File: src/rtl/inst_fetch_queue.sv
// IF->ID decoupling queue: DEPTH-entry FIFO of {pc, inst, exc, cancelled} with
// valid/ready on both sides, discard-to-NOP conversion and single-cycle flush.
module inst_fetch_queue #(
  parameter int                DEPTH    = 4,
  parameter int                PC_W     = 32,
  parameter int                INST_W   = 32,
  parameter int                EXC_W    = 2,
  parameter logic [INST_W-1:0] NOP_INST = 32'h02800000,
  parameter logic [PC_W-1:0]   RESET_PC = 32'h1bfffffc
) (
  input  logic                         clk,
  input  logic                         rst,
  input  logic                         flush,
  input  logic                         in_valid,
  output logic                         in_ready,
  input  logic [PC_W-1:0]              in_pc,
  input  logic [INST_W-1:0]            in_inst,
  input  logic [EXC_W-1:0]             in_exc,
  input  logic                         in_discard,
  output logic                         out_valid,
  input  logic                         out_ready,
  output logic [PC_W-1:0]              out_pc,
  output logic [INST_W-1:0]            out_inst,
  output logic [EXC_W-1:0]             out_exc,
  output logic                         out_cancelled,
  output logic [$clog2(DEPTH+1)-1:0]   count
);

  localparam int PTR_W = $clog2(DEPTH);
  localparam int CNT_W = $clog2(DEPTH+1);
  localparam logic [CNT_W-1:0] FULL_CNT = CNT_W'(DEPTH);

  logic [PC_W-1:0]   pc_mem   [DEPTH];
  logic [INST_W-1:0] inst_mem [DEPTH];
  logic [EXC_W-1:0]  exc_mem  [DEPTH];
  logic              canc_mem [DEPTH];

  logic [PTR_W-1:0] wr_ptr;
  logic [PTR_W-1:0] rd_ptr;
  logic [CNT_W-1:0] cnt;
  logic             push;
  logic             pop;

  // Handshake flags depend only on registered occupancy, so out_ready never reaches in_ready.
  assign in_ready  = (cnt != FULL_CNT);
  assign out_valid = (cnt != '0);
  assign push      = in_valid && in_ready;
  assign pop       = out_valid && out_ready;
  assign count     = cnt;

  // Pointers and occupancy; flush and reset both discard everything, including same-cycle traffic.
  always_ff @(posedge clk) begin
    if (rst || flush) begin
      wr_ptr <= '0;
      rd_ptr <= '0;
      cnt    <= '0;
    end else begin
      if (push) wr_ptr <= wr_ptr + PTR_W'(1);
      if (pop)  rd_ptr <= rd_ptr + PTR_W'(1);
      case ({push, pop})
        2'b10:   cnt <= cnt + CNT_W'(1);
        2'b01:   cnt <= cnt - CNT_W'(1);
        default: cnt <= cnt;
      endcase
    end
  end

  // A cancelled fetch keeps its PC but becomes a marked NOP with no exception.
  always_ff @(posedge clk) begin
    if (push && !flush && !rst) begin
      pc_mem[wr_ptr] <= in_pc;
      if (in_discard) begin
        inst_mem[wr_ptr] <= NOP_INST;
        exc_mem[wr_ptr]  <= '0;
        canc_mem[wr_ptr] <= 1'b1;
      end else begin
        inst_mem[wr_ptr] <= in_inst;
        exc_mem[wr_ptr]  <= in_exc;
        canc_mem[wr_ptr] <= 1'b0;
      end
    end
  end

  always_comb begin
    out_pc        = RESET_PC;
    out_inst      = NOP_INST;
    out_exc       = '0;
    out_cancelled = 1'b0;
    if (out_valid) begin
      out_pc        = pc_mem[rd_ptr];
      out_inst      = inst_mem[rd_ptr];
      out_exc       = exc_mem[rd_ptr];
      out_cancelled = canc_mem[rd_ptr];
    end
  end

endmodule

File: config.mk
export PLATFORM = sky130hd
export DESIGN_NAME = inst_fetch_queue
export DESIGN_NICKNAME = d
export VERILOG_FILES = /design/src/rtl/inst_fetch_queue.sv
export SDC_FILE = /design/constraint.sdc
export NUM_CORES = 1
export LEC_CHECK = 0
export CORE_UTILIZATION = 50
export DETAILED_ROUTE_END_ITERATION = 6
export GPL_TIMING_DRIVEN = 0
export PLACE_DENSITY = 0.76
export SYNTH_ARGS = -nofsm -noshare
export SYNTH_HDL_FRONTEND = slang
export SYNTH_SLANG_ARGS = --single-unit
File: constraint.sdc
create_clock -name clk -period 1.95 [get_ports clk]
set_input_delay 0.39 -clock clk [delete_from_list [all_inputs] [get_ports clk]]
set_output_delay 0.39 -clock clk [all_outputs]
set_load 0.005 [all_outputs]
# Yosys cells after proc, flatten, opt, wreduce, memory -nomap -nowiden
# Memory sizes are Yosys's and may differ from the RTL's. A register that Yosys moved wholly into a read port is not among the register bits.
# Index checks and enable logic that the tools add are counted.
[op_classes]
n_addsub = 4
multipliers = 0
div = 0
n_lt_le_gt_ge = 0
n_eq_ne = 3
shift = 0
muxes = 24
n_bitwise = 3
reduce_logical = 9
[ops]
columns = ["op", "count"]
rows = [
  ["32-bit 2-to-1 mux", 3],
  ["2-bit 2-to-1 mux", 10],
  ["1-bit 2-to-1 mux", 10],
  ["3-bit one-hot mux with 2 select lines", 1],
  ["2-bit by 1-bit adder with 2-bit output (second input constant)", 2],
  ["1-bit logical AND", 4],
  ["3-bit by 1-bit adder with 3-bit output (second input constant)", 1],
  ["3-bit inequality test (second input constant)", 1],
  ["1-bit OR", 3],
  ["3-bit nonzero test", 1],
  ["3-bit by 1-bit subtractor with 3-bit output (second input constant)", 1],
  ["2-bit by 1-bit equality test with 1-bit output (second input constant)", 1],
  ["2-bit equality test (second input constant)", 1],
  ["1-bit zero test", 2],
  ["2-bit nonzero test", 1],
  ["1-bit logical OR", 1],
]
[totals]
ff_bits = 7
latchBits = 0
ram_bits = 268
rom_bits = 0
input_bits = 72
output_inout_bits = 72
elab_cells = 50
memories = 4
[mem_list]
columns = ["memory", "depth", "word_bits", "read_ports", "rd_ports_with_merged_regs", "wr", "line", "rtl"]
rows = [
  ["inst_mem", 4, 32, 1, 1, 1, "34", "logic [INST_W-1:0] inst_mem [DEPTH];"],
  ["pc_mem", 4, 32, 1, 1, 1, "33", "logic [PC_W-1:0] pc_mem [DEPTH];"],
  ["exc_mem", 4, 2, 1, 1, 1, "35", "logic [EXC_W-1:0] exc_mem [DEPTH];"],
  ["canc_mem", 4, 1, 1, 1, 1, "36", "logic canc_mem [DEPTH];"],
]

# Depth between registers and ports, before layout
[depth]
depth_word = 7
mapped_depth = 9
mapped_depth_nobuf = 9

# Worst setup path after synthesis
# OpenSTA, ideal clock, no wires.
[synth_timing]
kind = "register to register"
from = "register cnt[2], in the netlist count[2]"
to = "memory canc_mem[0], enable pin"
setup_ns = 0.396
t_arrival_ns = 1.757
required_ns = 1.554
setup_slack_ns = -0.202
path_stages_with_launch = 4
path_buffers = 0
period_less_slack_ns = 2.152
path_cell_list = "dfxtp_1 -> nor3b_2 -> nor2_1 -> and3_1"
[synth_via]
elab_chain_len = 7
word_cells_on_any_way = 9
cone_classes = "eq/ne: 1; mux: 4; bitwise: 1; reduce/logical: 3"
[synth_lines]
columns = ["element", "line", "rtl"]
rows = [
  ["start, declared", "40", "logic [CNT_W-1:0] cnt;"],
  ["start signal, assigned", "61", "2'b10: cnt <= cnt + CNT_W'(1);"],
  ["start signal, assigned", "62", "2'b01: cnt <= cnt - CNT_W'(1);"],
  ["start signal, assigned", "63", "default: cnt <= cnt;"],
  ["3-bit inequality test *", "45", "assign in_ready = (cnt != FULL_CNT);"],
  ["1-bit logical AND *", "47", "assign push = in_valid && in_ready;"],
  ["1-bit logical AND * (2 in series)", "70", "if (push && !flush && !rst) begin"],
  ["1-bit 2-to-1 mux", "70", ""],
  ["1-bit 2-to-1 mux, on equally long branches", "75, 79", ""],
  ["1-bit OR (no line) *", "-", ""],
  ["end, declared", "36", ""],
]
# Mark *: on every way between the ends. The rest lies on a longest branch, timed or not.

==> results.md <==
- Outcome: finished with violations
- Violated checks: negative setup slack
- Synth Area in Simple Gates: between 7 and 8%
- WP buf/inv: 5
- Post-synthesis sequential area ratio: between 70% and 80%
- CP max stage delay: between 0.4 and 0.5 ns
- Routed Wire Length: 22.52 mm
- Share of layout cells above drive strength 1: between 40 and 50%
- Initial Utilization: 51.60%
- Worst-path clk slew: roughly 0.06 ns
- Worst slew pin tran: about 0.53 ns
- Reg2reg setup slack: -0.19 ns
- Area of the multi-input gates: approximately 2700 sq um
- Reg-to-reg critical path startpoint: count[2]$_SDFFE_PP0P_
- CP endpoint kind: output pin
- Hold WC Path Type: in -> reg
- Max VDD drop: ~0.00073 V
- Hold Path Cell Cnt: 1
- Fin nets: between 800 and 900
- Main combinational cell family by area after synthesis: multiplexers
- Via/cell ratio: 5.425
- Placed Cells: about 940
- Vias: 5664
- TritonCTS clock tree: yes
- Setup violations, final: 71
- Initial antenna violation count: 1
- Worst Path Max Fanout: 6
- Worst Slack Setup Final: -0.6372 ns
- Post-Synthesis Cell Area: roughly 11000 sq um
- Worst-Skew Late Latency: between 0.5 and 0.6 ns
- Number of global-route vias before repair: ~6000
- H-tree Lvls: 1
- CP dominant cell by count: buf_8
- Global-route wire length before repair: around 33 mm
- Final hold vios: 0
- Area contributors post-synth: edfxtp_1 (73%), mux4_2 (12%), and2_1 (4.1%)
- Cell accounting for the most synthesized area: edfxtp_1
- DRT iter0 DRCs: around 300
- Cell count after synthesis: roughly 530
- CP startpoint kind: register
- Worst reg-to-reg path cell count: 10
- Worst EP arrival: approximately 2.2 ns
- Final Non-Filler Cells: between 1000 and 1500
- Area after DPL: between 10000 and 15000 sq um
- Tcrit/Tclk final: 132.7%
- Post-route cell area: about 14000 sq um
- Fmax: slightly below 0.4 GHz
- CP Class: reg -> out
- Gpl congestion: 0.7516
- Relative slew margins: between 60% and 70%
- Hpwl dp: approximately 13 mm
- Mux share of post-synthesis cell area: ~14%
- PD cells: approximately 880 nW/um^2
- Post-Synth Adder-Cell Area: 0.7541%
- Unique cell type count in the Yosys netlist: 32
- TritonCTS Buffers: 27
- Layout area overhead: 30.78%
- Asr flop ratio synth: 0%
- Chip width: 150.0 um
- Worst path slowest cell: mux4_2
- Clk_skew: 0.008438 ns
- Reg-to-reg endpoint: count[2]$_SDFFE_PP0P_
- Synthesis-stage register bit count: approximately 280
- FF/Latch Area: 8240 sq um
- Drt first pass iters: 5
- Top_reg_cell synth: edfxtp_1
- Ys Warns: 0
- Antenna cell count: 0
- Post-synth top area share: between 70% and 80%
- Input/output buffers: 143
- CP Data Required Time: about 1.6 ns
- Total global routing overflow: 0
- Maxcap violations: 0
- Compound-Gate Fraction of Synth Area: 0.4799%
- CP endpoint: out_pc[2]
- Worst path depth: 7
- Max Slew Vio Count: 0
- Syn avg cell area: roughly 21 sq um
- Die Area: 22500 sq um
- Post-layout min period: between 2 and 3 ns
- Cell family with most CP delay: buffers and inverters
- Setup TNS: -36.34 ns
- Largest net degree at the start of global routing: 36
- Root buf cell: clkbuf_16
- Wire per inst: 21.57 um
- Syn Nets: roughly 600
- Clock Sinks: between 200 and 300
- Rows: 53
- Post-synthesis xor/xnor area fraction: 0.1600%
- Core Area: 21220 sq um
- Die H: about 150 um
- Fillers: 1383
- Number of synthesized flops with an enable pin: about 270
- IO Count: about 140
- Crit path cell chain: buf_8, buf_12, buf_8, buf_6, mux4_2, or2_1, buf_2
- Residual DRC: 0
- Post-DRT Antenna Nets: 0
- CTS Buffer Depth: 3
- Unrepaired setup endpoints after global routing: yes
- GR Util All Layers: 19.76%
- Leakage: 4.964 nW
-- sequential cells by signal (all words and copies together), names as in the netlist, named ones only --
register,cells
canc_mem,4
count,3
pc_mem,128
inst_mem,128
exc_mem,8
wr_ptr,2
rd_ptr,2
-- cells in the final DEF (no fill, tap or decap), drive strengths merged --
cell and count:
clkbuf 55, and2 72, nor3 1, buf 126
clkdlybuf4s15 1, nor4 1, o31ai 1, nor2 5
xor2 2, nor3b 1, dfxtp 9, nand3 1
nand2b 2, fa 1, a21oi 4, ha 5
nand4 1, clkinv 8, edfxtp 268, or2 29
o21ai 5, or3 2, and3 12, clkdlybuf4s50 72
nand2 2, bufinv 4, nand4b 1, mux4 67
dlygate4sd2 1, inv 10
-- layer usage --
layer | global-route usage, % | share of wire [%] | up-vias
met3 | 3.110 | 6.3 | 26
met1 | 26.07 | 40 | 2913
li1 | - | - | 2543
met2 | 34.00 | 52 | 182
met5 | 0 | 0 | -
met4 | 5.859 | 1.7 | 0
-- worst reg2reg max path, stage by stage (launching register included) --
cell and delay [ns]:
dfxtp_4 0.35, nor3_4 0.30, inv_4 0.15, buf_6 0.15, and2_4 0.16, ha_4 0.16
inv_2 0.05, fa_2 0.19, xor2_1 0.08, or3_1 0.32, a21oi_1 0.15
-- timing repair --
item                       in CTS  in global routing
resized for setup             401                 32
setup endpoints to repair     341                211
cloned                          6                  4
hold endpoints to repair        0                  0
setup buffers                  48                  5
hold buffers                    0                  0
pin swaps                      30                 23
-- logic make-up after synthesis --
group,count (synthesis)
buffers and inverters,37
AOI/OAI and AO/OA,10
muxes,67
xor gates and xnor gates,2
adders and majority gates,6
DFF,277
and+or+nand+nor,126
-- layout make-up --
| class | count | share of cell area [%] |
|---|---|---|
| Timing Repair Buffer | 194 | 13.31 |
| Tap cell | 275 | 2.403 |
| Buffer | 25 | 1.616 |
| Sequential cell | 277 | 57.54 |
| Multi-Input combinational cell | 215 | 18.54 |
| Clock buffer | 36 | 5.233 |
| Inverter | 10 | 0.2796 |
| Clock inverter | 12 | 1.075 |
-- power breakdown --
part,internal [mW],switching [mW]
Sequential,6.54,0.0165
Combinational,0.437,0.322
Clock,3.20,2.04
Total,10.2,2.38
-- cell usage after synthesis (2+ instances only) --
cell	instances
or3_1	2
o21ai_0	5
buf_12	4
buf_6	4
ha_1	5
or2_1	27
nand2b_1	2
inv_1	10
mux4_2	60
clkbuf_1	10
nor2_1	5
clkbuf_2	3
a21oi_1	4
buf_2	4
edfxtp_1	268
nand2_1	2
buf_1	2
and3_1	8
dfxtp_1	9
and2_1	72
xor2_1	2
mux4_1	7
-- worst min path at each step --
stage,start,end,slack (ns)
final,in_pc[23],pc_mem[3][23]$_DFFE_PP_,0.51
after global routing,in_pc[23],pc_mem[3][23]$_DFFE_PP_,0.50
after CTS,in_pc[23],pc_mem[3][23]$_DFFE_PP_,0.49
after detailed placement,rd_ptr[1]$_SDFFE_PP0P_,rd_ptr[1]$_SDFFE_PP0P_,0.49
after global placement,rd_ptr[0]$_SDFFE_PP0P_,rd_ptr[0]$_SDFFE_PP0P_,0.48
after floorplan,rd_ptr[1]$_SDFFE_PP0P_,register,0.46
-- through the flow --
| stage | util (%) | setup slack [ns] | hold slack, ns | power (mW) |
|---|---|---|---|---|
| detailed placement | 60.14 | -0.8363 | 0.4914 | 7.336 |
| CTS | 67.75 | -0.6860 | 0.4928 | 12.62 |
| global placement | 60.14 | -0.8084 | 0.4759 | 7.314 |
| finish | 67.49 | -0.6372 | 0.5124 | 12.56 |
| floorplan | - | -0.02175 | 0.4591 | 6.944 |
| global route | 67.49 | -0.6926 | 0.5044 | 12.93 |
No activity file was read; power rests on OpenSTA's default activity.
